File: src/rtl/regfile_wr_arbiter_pkg.sv
// ---------------------------------------------------------------------------
// regfile_wr_arbiter_pkg
//
// Purpose:
//   Shared constants and types for the register-file write-port arbiter and
//   for the writeback sources that feed it.
//   - Register-file geometry: REG_ADDR_W, REG_DATA_W, REG_COUNT.
//   - Requester slot numbers: REQ_ALU, REQ_LOAD, REQ_DBG.
//   - wr_entry_t: one pending write (destination and data).
//   - is_zero_reg(): true for x0, whose writes are consumed but never
//     reach the register file.
//
// Ports: none (package).
// ---------------------------------------------------------------------------
package regfile_wr_arbiter_pkg;

  // Register-file geometry shared by every block on the write path.
  localparam int REG_ADDR_W = 5;
  localparam int REG_DATA_W = 32;
  localparam int REG_COUNT  = 32;

  // Fixed slot numbers of the writeback sources on the arbiter's request
  // vectors. A lower slot number does not mean higher priority, because
  // the arbiter rotates.
  localparam int REQ_ALU  = 0;
  localparam int REQ_LOAD = 1;
  localparam int REQ_DBG  = 2;

  typedef logic [REG_ADDR_W-1:0] reg_addr_t;
  typedef logic [REG_DATA_W-1:0] reg_data_t;

  // One buffered write, as held in a requester's holding slot.
  typedef struct packed {
    reg_addr_t rd;
    reg_data_t wdata;
  } wr_entry_t;

  // x0 is hard-wired to zero in the register file. A write that targets it
  // still has to be drained from its buffer, but it must not assert the
  // write enable.
  function automatic logic is_zero_reg(input reg_addr_t rd);
    return (rd == '0);
  endfunction

endpackage

File: src/rtl/regfile_wr_arbiter_rr.sv
// ---------------------------------------------------------------------------
// rr_arbiter
//
// Purpose:
//   Purely combinational round-robin arbiter. Starting at slot 'ptr' and
//   wrapping around, it grants the first slot whose request is set. The
//   grant is one-hot, or all zero when nothing requests. The caller owns
//   the pointer, so it decides when and how the rotation advances. This
//   lets other shared-resource blocks reuse the arbiter unchanged.
//
// Parameters:
//   NREQ   number of requesters (2..8)
//
// Ports:
//   req    input  [NREQ-1:0]   request per slot
//   ptr    input  [PTR_W-1:0]  slot that has highest priority this cycle
//   grant  output [NREQ-1:0]   one-hot grant (zero if no request)
// ---------------------------------------------------------------------------
module rr_arbiter #(
  parameter int NREQ = 3,
  localparam int PTR_W = (NREQ > 1) ? $clog2(NREQ) : 1
) (
  input  logic [NREQ-1:0]  req,
  input  logic [PTR_W-1:0] ptr,
  output logic [NREQ-1:0]  grant
);

  // Walk the slots in priority order ptr, ptr+1, ... wrapping at NREQ. The
  // first slot that requests wins. The 'found' flag ensures that at most
  // one grant bit is set, even though every slot is visited.
  always_comb begin
    int   idx;
    logic found;
    grant = '0;
    found = 1'b0;
    idx   = 0;
    for (int k = 0; k < NREQ; k++) begin
      idx = (int'(ptr) + k) % NREQ;
      if (!found && req[idx]) begin
        grant[idx] = 1'b1;
        found      = 1'b1;
      end
    end
  end

endmodule

File: src/rtl/regfile_wr_arbiter.sv
// ---------------------------------------------------------------------------
// regfile_wr_arbiter
//
// Purpose:
//   Shares the single write port of the 32x32 register file among NREQ
//   writeback sources. Each source has a one-entry holding buffer with a
//   valid/ready handshake. A round-robin arbiter drains at most one
//   buffered write per cycle into registered RD/WData/RegWr, which drive
//   the register file's write port directly. A granted buffer can be
//   refilled on the same edge, so a lone requester sustains one write per
//   cycle. Writes to x0 are drained but leave RegWr low.
//
// Configuration:
//   REGARB_PENDING_EN  when defined, 'pending' is a register that tracks
//                      the destinations with an accepted but not yet
//                      committed write. When undefined, 'pending' is tied
//                      to zero and no tracking logic exists.
//
// Parameters:
//   NREQ        number of requesters (2..8)
//
// Ports:
//   Clk         input            clock, rising edge
//   Reset       input            asynchronous active-high reset
//   req_valid   input  [NREQ]    requester i presents a write
//   req_rd      input  [5*NREQ]  destination of requester i, [5i+4:5i]
//   req_wdata   input  [32*NREQ] data of requester i, [32i+31:32i]
//   req_ready   output [NREQ]    buffer i accepts this cycle
//   RD          output [5]       register-file write address (registered)
//   WData       output [32]      register-file write data (registered)
//   RegWr       output           register-file write enable (registered)
//   busy        output           any buffer full or RegWr high
//   pending     output [32]      registers with an outstanding write
// ---------------------------------------------------------------------------
module regfile_wr_arbiter
  import regfile_wr_arbiter_pkg::*;
#(
  parameter int NREQ = 3
) (
  input  logic                       Clk,
  input  logic                       Reset,
  input  logic [NREQ-1:0]            req_valid,
  input  logic [REG_ADDR_W*NREQ-1:0] req_rd,
  input  logic [REG_DATA_W*NREQ-1:0] req_wdata,
  output logic [NREQ-1:0]            req_ready,
  output logic [REG_ADDR_W-1:0]      RD,
  output logic [REG_DATA_W-1:0]      WData,
  output logic                       RegWr,
  output logic                       busy,
  output logic [REG_COUNT-1:0]       pending
);

  localparam int PTR_W = (NREQ > 1) ? $clog2(NREQ) : 1;

  wr_entry_t        r_buf [NREQ];
  logic [NREQ-1:0]  r_buf_full;
  logic [PTR_W-1:0] r_ptr;
  reg_addr_t        r_rd;
  reg_data_t        r_wdata;
  logic             r_regwr;

  wr_entry_t        w_req_entry [NREQ];
  logic [NREQ-1:0]  w_grant;
  logic [NREQ-1:0]  w_accept;
  logic             w_grant_any;
  logic [PTR_W-1:0] w_grant_idx;
  wr_entry_t        w_grant_entry;

  // Unpack the flat request buses into one entry per requester, so the
  // rest of the block can work with slot indices instead of bit slices.
  always_comb begin
    for (int i = 0; i < NREQ; i++) begin
      w_req_entry[i].rd    = req_rd[REG_ADDR_W*i +: REG_ADDR_W];
      w_req_entry[i].wdata = req_wdata[REG_DATA_W*i +: REG_DATA_W];
    end
  end

  // The arbiter looks only at which buffers are full. Incoming requests
  // never compete directly: a write must first be buffered for one edge.
  // This keeps req_valid out of the grant path, and therefore out of the
  // req_ready path.
  rr_arbiter #(
    .NREQ (NREQ)
  ) u_rr_arbiter (
    .req   (r_buf_full),
    .ptr   (r_ptr),
    .grant (w_grant)
  );

  assign w_grant_any = |w_grant;

  // A granted buffer is being emptied on this edge, so it may take a new
  // write at the same time. This refill-on-grant path gives a lone
  // requester a throughput of one write per cycle.
  assign req_ready = ~r_buf_full | w_grant;
  assign w_accept  = req_valid & req_ready;

  // Convert the one-hot grant to a slot index and select the granted
  // entry. If nothing is granted, both default to zero. In that case the
  // selected entry is not used, because the output registers hold.
  always_comb begin
    w_grant_idx   = '0;
    w_grant_entry = '0;
    for (int i = 0; i < NREQ; i++) begin
      if (w_grant[i]) begin
        w_grant_idx   = PTR_W'(i);
        w_grant_entry = r_buf[i];
      end
    end
  end

  // Holding buffers. An accept takes priority over the grant-clear, so a
  // refill on the grant edge leaves the buffer full with the new write.
  // Reset discards every buffered write.
  always_ff @(posedge Clk or posedge Reset) begin
    if (Reset) begin
      r_buf_full <= '0;
      for (int i = 0; i < NREQ; i++) begin
        r_buf[i] <= '0;
      end
    end else begin
      for (int i = 0; i < NREQ; i++) begin
        if (w_accept[i]) begin
          r_buf[i]      <= w_req_entry[i];
          r_buf_full[i] <= 1'b1;
        end else if (w_grant[i]) begin
          r_buf_full[i] <= 1'b0;
        end
      end
    end
  end

  // The rotation pointer moves to the slot after the winner, so that slot
  // is searched first on the next cycle. This bounds any full buffer's
  // wait to NREQ-1 grants. Without a grant the pointer stays put, so an
  // idle cycle does not skip anyone.
  always_ff @(posedge Clk or posedge Reset) begin
    if (Reset) begin
      r_ptr <= '0;
    end else if (w_grant_any) begin
      if (int'(w_grant_idx) == NREQ - 1) begin
        r_ptr <= '0;
      end else begin
        r_ptr <= w_grant_idx + 1'b1;
      end
    end
  end

  // Register-file write port. RD/WData update only on a grant and hold
  // otherwise, so the port does not toggle while idle. RegWr is a
  // one-cycle pulse per committed write. For x0 it stays low: the write
  // has left its buffer, but it never reaches the register file.
  always_ff @(posedge Clk or posedge Reset) begin
    if (Reset) begin
      r_rd    <= '0;
      r_wdata <= '0;
      r_regwr <= 1'b0;
    end else if (w_grant_any) begin
      r_rd    <= w_grant_entry.rd;
      r_wdata <= w_grant_entry.wdata;
      r_regwr <= !is_zero_reg(w_grant_entry.rd);
    end else begin
      r_regwr <= 1'b0;
    end
  end

  assign RD    = r_rd;
  assign WData = r_wdata;
  assign RegWr = r_regwr;
  assign busy  = (|r_buf_full) | r_regwr;

`ifdef REGARB_PENDING_EN

  logic [REG_COUNT-1:0] r_pending;
  logic [REG_COUNT-1:0] w_pending_next;
  logic                 w_pending_keep;

  // Next value of the outstanding-write map.
  // Commit side: the bit for the granted destination is cleared on the
  // edge that drives RegWr for it. If another buffer that stays full
  // still targets the same register, the bit is kept.
  // Accept side: every accept with rd != 0 sets its bit. The sets are
  // applied after the clear, so a same-edge accept to the committing
  // register keeps the bit set.
  // Bit 0 is forced low because x0 can never hold a pending value.
  always_comb begin
    w_pending_next = r_pending;
    w_pending_keep = 1'b0;
    for (int i = 0; i < NREQ; i++) begin
      if (r_buf_full[i] && !w_grant[i] && (r_buf[i].rd == w_grant_entry.rd)) begin
        w_pending_keep = 1'b1;
      end
    end
    if (w_grant_any && !is_zero_reg(w_grant_entry.rd) && !w_pending_keep) begin
      w_pending_next[w_grant_entry.rd] = 1'b0;
    end
    for (int i = 0; i < NREQ; i++) begin
      if (w_accept[i] && !is_zero_reg(w_req_entry[i].rd)) begin
        w_pending_next[w_req_entry[i].rd] = 1'b1;
      end
    end
    w_pending_next[0] = 1'b0;
  end

  // Reset clears the map, together with the buffered writes it describes.
  always_ff @(posedge Clk or posedge Reset) begin
    if (Reset) begin
      r_pending <= '0;
    end else begin
      r_pending <= w_pending_next;
    end
  end

  assign pending = r_pending;

`else

  assign pending = '0;

`endif

endmodule

File: config.mk
export PLATFORM = sky130hd
export DESIGN_NAME = regfile_wr_arbiter
export DESIGN_NICKNAME = d
export VERILOG_FILES = /design/src/rtl/regfile_wr_arbiter_pkg.sv /design/src/rtl/regfile_wr_arbiter_rr.sv /design/src/rtl/regfile_wr_arbiter.sv
export SDC_FILE = /design/constraint.sdc
export NUM_CORES = 1
export LEC_CHECK = 0
export ABC_AREA = 1
export CAP_MARGIN = 20
export CORE_ASPECT_RATIO = 1.4
export CORE_MARGIN = 2
export CORE_UTILIZATION = 52
export CTS_BUF_LIST = sky130_fd_sc_hd__clkbuf_16
export DETAILED_ROUTE_END_ITERATION = 10
export GPL_TIMING_DRIVEN = 0
export PLACE_DENSITY_LB_ADDON = 0.25
export SYNTH_ARGS = -nofsm -noshare
export SYNTH_HDL_FRONTEND = slang
export SYNTH_SLANG_ARGS = --single-unit
File: constraint.sdc
create_clock -name Clk -period 9.5 [get_ports Clk]
set_clock_uncertainty 0.15 [all_clocks]
set_input_delay 2.85 -clock Clk [delete_from_list [all_inputs] [get_ports Clk]]
set_output_delay 2.85 -clock Clk [all_outputs]
set_load 0.01 [all_outputs]
; ---- After elaboration in Yosys (flattened, before gate mapping)
; Cells that the tools add are included.
[op_classes]
addsub = 3
div = 3
order_cmp = 6
n_eq_ne = 1
muxes = 33
bitwise_logic = 6
reduce_logical = 14
[op_table]
columns = operator, n
row1 = 2-to-1 mux 37 bit, 3
row2 = greater-or-equal comparator 32 x 1 -> 1 bit (second input constant), 3
row3 = less-than comparator 32 x 4 -> 1 bit (second input constant), 3
row4 = modulo 32 x 3 -> 32 bit (second input constant), 2
row5 = modulo 3 x 3 -> 32 bit (second input constant), 1
row6 = 2-to-1 mux 1 bit, 19
row7 = 2-to-1 mux 3 bit, 3
row8 = bitwise OR 3 bit, 3
row9 = binary-select mux 1 bit (select 2 bit), 3
row10 = demux 1 bit (select 2 bit), 3
row11 = nonzero test 2 bit, 3
row12 = OR reduction 3 bit, 2
row13 = logical AND 1 bit, 5
row14 = zero test 5 bit, 1
row15 = 2-to-1 mux 2 bit, 2
row16 = adder 2 x 1 -> 3 bit (second input constant), 1
row17 = adder 2 x 2 -> 3 bit (second input constant), 1
row18 = bitwise AND 3 bit, 1
row19 = zero test 1 bit, 3
row20 = inverter 3 bit, 1
row21 = adder 2 x 1 -> 2 bit (second input constant), 1
row22 = equality test 2 bit (second input constant), 1
row23 = bitwise OR 1 bit, 1
[totals]
register_bits = 154
out_inout_bits = 74

; ---- Depth between registers and ports, before layout
[logic_depth]
word_depth = 17
ltp_mapped = 17
mapped_depth_nobuf = 16

; ---- Modules after synthesis
; A second synthesis with hierarchy kept.
[unflattened]
hier_cells = 841
hier_area_um2 = 7001.7
[by_module_without_submodules]
columns = module, instances, cells_per_inst, area_each_um2, seq_area_each_um2
row1 = regfile_wr_arbiter, 1, 799, 6769.0, 3853.7
row2 = rr_arbiter, 1, 42, 232.7, 0.0

; ---- Worst setup path after synthesis
; Ideal clock, no wire load.
[synth_path]
kind = reg2out
start = register r_ptr[0]
end = output port req_ready[0]
arrival_ps = 1846
required_time_ps = 6500
path_slack_ps = 4654
stages_incl_launch_ff = 13
n_path_buf = 1
cell_sequence = dfrtp_1 inv_1 ha_1 inv_1 nand2_1 nand3_1 nand2_1 nor2_1 nand2_1 nand3_4 inv_2 nand2_1 buf_2
[synth_between]
elab_chain_len = 12
elab_cells_between_ends = 41
classes_between = 2 x add/sub / 3 x div / 6 x order compare / 20 x mux / 3 x bitwise / 7 x reduce/logical
[synth_lines]
columns = element, line
row1 = start: declaration, regfile_wr_arbiter.sv:57  ; logic [PTR_W-1:0] r_ptr;
row2 = start signal: assignment, regfile_wr_arbiter.sv:144  ; r_ptr <= w_grant_idx + 1'b1;
row3 = branches (longest 10 deep; another with modulo 32 x 3 -> 32 bit), -
row4 = 2-to-1 mux 3 bit *, regfile_wr_arbiter_rr.sv:39  ; if (!found && req[idx]) begin
row5 = bitwise OR 3 bit *, regfile_wr_arbiter.sv:95  ; assign req_ready = ~r_buf_full | w_grant;
row6 = end: declaration, regfile_wr_arbiter.sv:45  ; output logic [NREQ-1:0] req_ready,
; Every way passes the cells marked *. The select of a mux whose other input is x is not followed.

; ---- Worst setup path after layout
; Ends and elaborated chain as after synthesis.

==> flow_metrics.env <==
export IMPL_syn_area_mm2=0.00696
export IMPL_cts_buffers=17
export IMPL_ys_seq_area_frac=0.554
export IMPL_wl_um=18800
export IMPL_hold_viol=0
export IMPL_vias_per_cell=5.13
export IMPL_seq_area_mm2=0.00385
export IMPL_syn_mean_instance_area_um2=9.62
export IMPL_die_h_um=141
export IMPL_critical_path_slowest_cell="clkdlybuf4s50_1"
export IMPL_post_cts_resized=0
export IMPL_worstHoldPathType="flip-flop to flip-flop"
export IMPL_num_antenna_cells=0
export IMPL_placed_area_mm2=0.00890
export IMPL_start_kind="flip-flop"
export IMPL_finalCritPeriodShare=0.647
export IMPL_wl_per_cell_um=16.7
export IMPL_crit_top_cell="nand2_1"
export IMPL_gp_congestion=0.833
export IMPL_clk_pin_slew_ns=0.06
export IMPL_power_density_mw_per_mm2=431
export IMPL_synth_flop_cell="dfrtp_1"
export IMPL_ys_ff_latch=154
export IMPL_globalRouteOverflowTotal=0
export IMPL_drtPass1Iterations=5
export IMPL_vias=5777
export IMPL_insertion_delay_ns=0.43
export IMPL_rows=50
export IMPL_max_freq_ghz=0.163
export IMPL_multiInputGateArea_mm2=0.00261
export IMPL_relSlewSlack=0.591
export IMPL_syn_inst=724
export IMPL_crit_family="buffers and inverters"
export IMPL_ios=190
export IMPL_h_tree_depth=4
export IMPL_crit_type="flip-flop to output pin"
export IMPL_setup_violations=0
export IMPL_ir_drop_uv=211
export IMPL_hold_buffers=0
export IMPL_slowest_delay_ns=0.58
export IMPL_syn_to_final_growth_pct=35.8
export IMPL_die_area_mm2=0.0143
export IMPL_clockBufferDepth=2
export IMPL_final_antenna_net_count=0
export IMPL_grt_util_all_layers=0.276
export IMPL_path_cells="inv_1 -> ha_1 -> inv_1 -> nand2_1 -> nand3_1 -> nand2_1 -> nor2_1 -> nand2_1 -> nand3_4 -> inv_2 -> nand2_1 -> buf_2 -> clkdlybuf4s50_1"
export IMPL_ys_async_sr_fraction=1.00
export IMPL_dieWidth_um=102
export IMPL_worst_pin_slew_ns=0.613
export IMPL_drc=0
export IMPL_first_iter_violations=383
export IMPL_cts_tree="yes"
export IMPL_drive_gt1_frac=0.171
export IMPL_synth_edf_count=0
export IMPL_ys_warn_count=0
export IMPL_status="complete, no violations"
export IMPL_cp_data_arrival_time_ns=3.15
export IMPL_synth_cell_types=31
export IMPL_p_leak_nw=4.53
export IMPL_cts_setup_buffers=0
export IMPL_cts_root_buffer="clkbuf_16"
export IMPL_cp_end_kind="output pin"
export IMPL_port_buffers=156
export IMPL_grt_pass1_vias=5922
export IMPL_min_period_ns=6.15
export IMPL_drv_slew=0
export IMPL_stdcell_area_mm2=0.00945
export IMPL_cp_buffers_inverters=5
export IMPL_grt_first_pass_wirelength_um=29800
export IMPL_final_setup_tns_ns=0
export IMPL_cts_sinks=154
export IMPL_rsz0062_at_grt="false"
export IMPL_cp_required_ns=6.50
export IMPL_core_mm2=0.0132
export IMPL_fill_cells=991
export IMPL_final_nets=1051
export IMPL_drv_cap=0
export IMPL_dp_hpwl_um=13500
export IMPL_antenna_found_initial=0
export IMPL_crit_fanout=10
export IMPL_start_util=0.527
export IMPL_grt_max_degree=96
registers in the layout (all words and copies together) (netlist names):
name and count:
r_buf_full 3, r_buf 111, RegWr 1, RD 5, WData 32, r_ptr 2
worst reg2reg max path, cell delays in order (launching register included):
cell and delay (ns):
dfrtp_1 0.37, inv_1 0.08, ha_1 0.40, inv_1 0.14, nand2_1 0.06, nand3_1 0.06
nand2_1 0.10, nand2_1 0.10, nor2_2 0.06, nor2_4 0.32, nand2_2 0.23, inv_2 0.25
buf_2 0.30, nand2_1 0.10, nand4_1 0.12
layout make-up:
| class | instances | area share |
|---|---|---|
| sequential | 154 | 0.408 |
| clock inverter | 15 | 0.0135 |
| timing repair buffer | 157 | 0.168 |
| tap | 182 | 0.0241 |
| inverter | 41 | 0.0168 |
| clock buffer | 17 | 0.0450 |
| multi-input combinational | 495 | 0.276 |
| buffer | 65 | 0.0486 |
kinds of logic after synthesis:
group,share of synthesized area
buffers and inverters,0.0881
adder cells (fa/ha/maj),0.00719
AO/OA/AOI/OAI,0.0385
multiplexers,0.0906
AND/OR/NAND/NOR,0.222
flip-flops,0.554
other,0.000539
report_power, final:
part           total, mW  switching, mW  internal (mW)
Clock              0.636          0.277          0.360
Sequential          1.20          0.178           1.02
Combinational       2.24           1.35          0.896
routing by layer:
metal	share of wire	vias to the layer above	track usage	wire (µm)
li1	-	2705	-	-
met1	0.37	2751	0.326	6950
met2	0.51	261	0.460	9650
met3	0.076	60	0.0734	1430
met4	0.040	0	0.132	760
met5	0	-	0	0
worst paths after layout:
check | start | end | slack, ns | cells after the start
worst max-delay path | r_ptr[0] | req_ready[0] | 3.35 | 13
worst min-delay path | r_buf[106] | r_buf[106] | 0.32 | 2
worst max register to register | r_ptr[0] | WData[22] | 6.58 | 14
worst min register to register | r_buf[106] | r_buf[106] | 0.32 | 2
max in group asynchronous | Reset | r_buf[21] | 5.63 | 3
min in group asynchronous | Reset | r_buf[52] | 2.71 | 2
per-stage QoR:
stage / power [mW] / setup WS (ns) / hold WS, ns / cells / utilization
after floorplan: 2.65 / 2.35 / 0.287 / 755 / -
after global placement: 3.35 / 0.288 / 0.301 / 1093 / 0.672
after detailed placement: 3.42 / 3.81 / 0.308 / 1094 / 0.674
after CTS: 4.08 / 3.34 / 0.324 / 1126 / 0.716
after global routing: 4.38 / 3.10 / 0.343 / 1126 / 0.716
final: 4.08 / 3.35 / 0.324 / 1126 / 0.716
cells in the final DEF, fill, tap and decap left out, drive strengths merged:
| cell | count |
|---|---|
| o22ai | 3 |
| a21oi | 23 |
| clkinv | 7 |
| mux2 | 56 |
| nor2 | 34 |
| conb | 32 |
| dfrtp | 154 |
| o2111ai | 3 |
| buf | 61 |
| o21ai | 15 |
| a21o | 1 |
| clkdlybuf4s50 | 156 |
| ha | 4 |
| clkbuf | 22 |
| nand2 | 227 |
| nand4 | 15 |
| inv | 46 |
| nand3 | 78 |
| clkinvlp | 2 |
| bufinv | 1 |
| a31oi | 4 |
cells in the mapped netlist (10+ instances only):
cell	count	area [µm²]
nand3_1	76	380
inv_1	35	131
buf_4	40	300
mux2_2	53	597
o21ai_0	13	65.1
nand4_1	15	93.8
buf_2	10	50.1
nand2_1	219	822
dfrtp_1	154	3850
a21oi_1	23	115
nor2_1	29	109
(Power assumes the default switching activity.)
==> RTL edit, RTL diff (same flow settings) <==
`NREQ` is set to 3 in 2 places; all go to 6.
--- a/src/rtl/regfile_wr_arbiter_rr.sv
+++ b/src/rtl/regfile_wr_arbiter_rr.sv
@@ -17,7 +17,7 @@
 //   grant  output [NREQ-1:0]   one-hot grant (zero if no request)
 // ---------------------------------------------------------------------------
 module rr_arbiter #(
-  parameter int NREQ = 3,
+  parameter int NREQ = 6,
   localparam int PTR_W = (NREQ > 1) ? $clog2(NREQ) : 1
 ) (
   input  logic [NREQ-1:0]  req,
--- a/src/rtl/regfile_wr_arbiter.sv
+++ b/src/rtl/regfile_wr_arbiter.sv
@@ -35,7 +35,7 @@
 module regfile_wr_arbiter
   import regfile_wr_arbiter_pkg::*;
 #(
-  parameter int NREQ = 3
+  parameter int NREQ = 6
 ) (
   input  logic                       Clk,
   input  logic                       Reset,
Ports: changed (resized req_rd, req_ready, req_valid and req_wdata); port bits go from 190 to 307. No check against the original RTL was run, so the function may have changed too.
==> RTL edit against the unedited design <==
Sequential cell count rose by 115; cell area rose by 92%; global-route usage rose by 1.9 points; non-clock buffer count rose by 168; setup slack got worse by 1.8 ns; via count rose by 100%; synthesized area rose by 99%; wire length rose by 120%.
Power is left out: the tool's default activity adds up to more than one toggle a clock period on the data nets, which glitch-free logic cannot reach.
==> RTL edit: results (changes against the unedited design) <==
Route
  – Drt first pass iters: 6 (+1)
  – Wire per inst: 19.6 microns (+17%)
  – Final wirelength: 41600 microns (+120%)

Setup path
  – Worst reg2reg path endpoint: r_buf[25]
  – CP Max Fanout: 12 (+2)
  – Crit path capture: req_ready[5]
  – Reg2Reg Depth: 28 (+14)

Cells and area
  – Share of layout cells above drive strength 1: 19.3% (+2.3 points)
  – Max reg flops: 222 (+100%)
  – Fin nets: 2021 (+92%)

Synth
  – Dominant cells by area after synthesis: dfrtp_1 49%, nand2_1 8.6%, mux2_4 7.7%, mux2_2 7.4%, a21oi_1 5.7%
  – Synthesized instance count: 1432 (+98%)
  – Synth top cells by count: 317 x nand2_1, 269 x dfrtp_1, 157 x a21oi_1

Global routing
  – Largest net degree at the start of global routing: 44 (-54%)
  – Total Routing Usage GR: 29.4% (+1.9 points)
  – Antenna violations before repair: 8 (+8)
  – First-pass GRT wire length: 63700 microns (+110%)

Place
  – Number of port buffers: 274 (+76%)
  – DP HPWL: 31100 microns (+130%)
  – Placed Cells: 2067 (+89%)

CTS
  – Number of CTS-inserted buffers: 27 (+10)
  – CTS H-tree lvls: 1 (-3)
  – Max Root-Sink Buffers: 3 (+1)

STA
  – Worst slew pin tran: 0.851 ns (+0.238 ns)

Run status
  – Status: completed
-- RTL edit: layer usage --
metal | GRT usage [%] | part of all wire [%]
met1 | 34.7 | 37
met2 | 50.6 | 51
met3 | 5.21 | 6.9
met4 | 16.3 | 5.2
met5 | 0 | 0
-- RTL edit: layout make-up --
type	instances	area, sq um
Fill cell	1965	8050
Sequential cell	269	6730
Multi-Input combinational cell	986	6180
Timing Repair Buffer	280	2860
Buffer	110	716
Clock buffer	27	676
Tap cell	324	405
Inverter	98	372
Clock inverter	22	171
Antenna cell	9	22.5
-- RTL edit: metrics by stage --
stage | area (sq um) | worst slack, ns | hold WS (ns)
floorplan | 14000 | 2.95 | 0.306
global placement | 17100 | 1.05 | 0.310
detailed placement | 17300 | 2.17 | 0.315
CTS | 18100 | 1.59 | 0.339
global route | 18100 | 1.28 | 0.352
finish | 18100 | 1.53 | 0.334
-- RTL edit: cells by family (layout without fill, tap and decap cells) --
| group | Yosys count | count (layout) | synth area share [%] |
|---|---|---|---|
| AOI/OAI and AO/OA | 218 | 218 | 8.33 |
| adders and majority gates | 19 | 19 | 1.71 |
| buffers and inverters | 208 | 537 | 7.81 |
| DFF | 269 | 269 | 48.5 |
| muxes | 183 | 183 | 16.8 |
| other | 1 | 41 | 0.0270 |
| and+or+nand+nor | 534 | 534 | 16.8 |
-- RTL edit: worst min-delay path by stage --
stage	slack (ns)	end	cells past startpoint	startpoint
2_1_floorplan	0.31	r_buf[105]	1	r_buf[105]
3_3_place_gp	0.31	RD[4]	1	RD[4]
3_5_place_dp	0.32	WData[21]	2	WData[21]
4_1_cts	0.34	RD[4]	1	RD[4]
5_1_grt	0.35	r_buf[105]	1	r_buf[105]
6_report	0.33	WData[21]	2	WData[21]
-- RTL edit: critical path, cell delays in order (launching register included) --
cell             delay (ns)
dfrtp_1                0.50
inv_1                  0.13
buf_2                  0.31
ha_1                   0.25
inv_1                  0.06
nand2_1                0.08
nand2_2                0.09
ha_1                   0.27
inv_1                  0.05
nand3_1                0.10
nand2_1                0.12
nand2_1                0.13
nor2_4                 0.14
nand2_1                0.06
o21ai_1                0.14
inv_1                  0.11
nand2_1                0.11
a21oi_1                0.08
nand2_2                0.11
nor2_1                 0.07
nor2_2                 0.24
inv_1                  0.08
nand2_1                0.08
nand2_2                0.17
inv_2                  0.31
nand2_4                0.10
clkdlybuf4s50_1        0.53
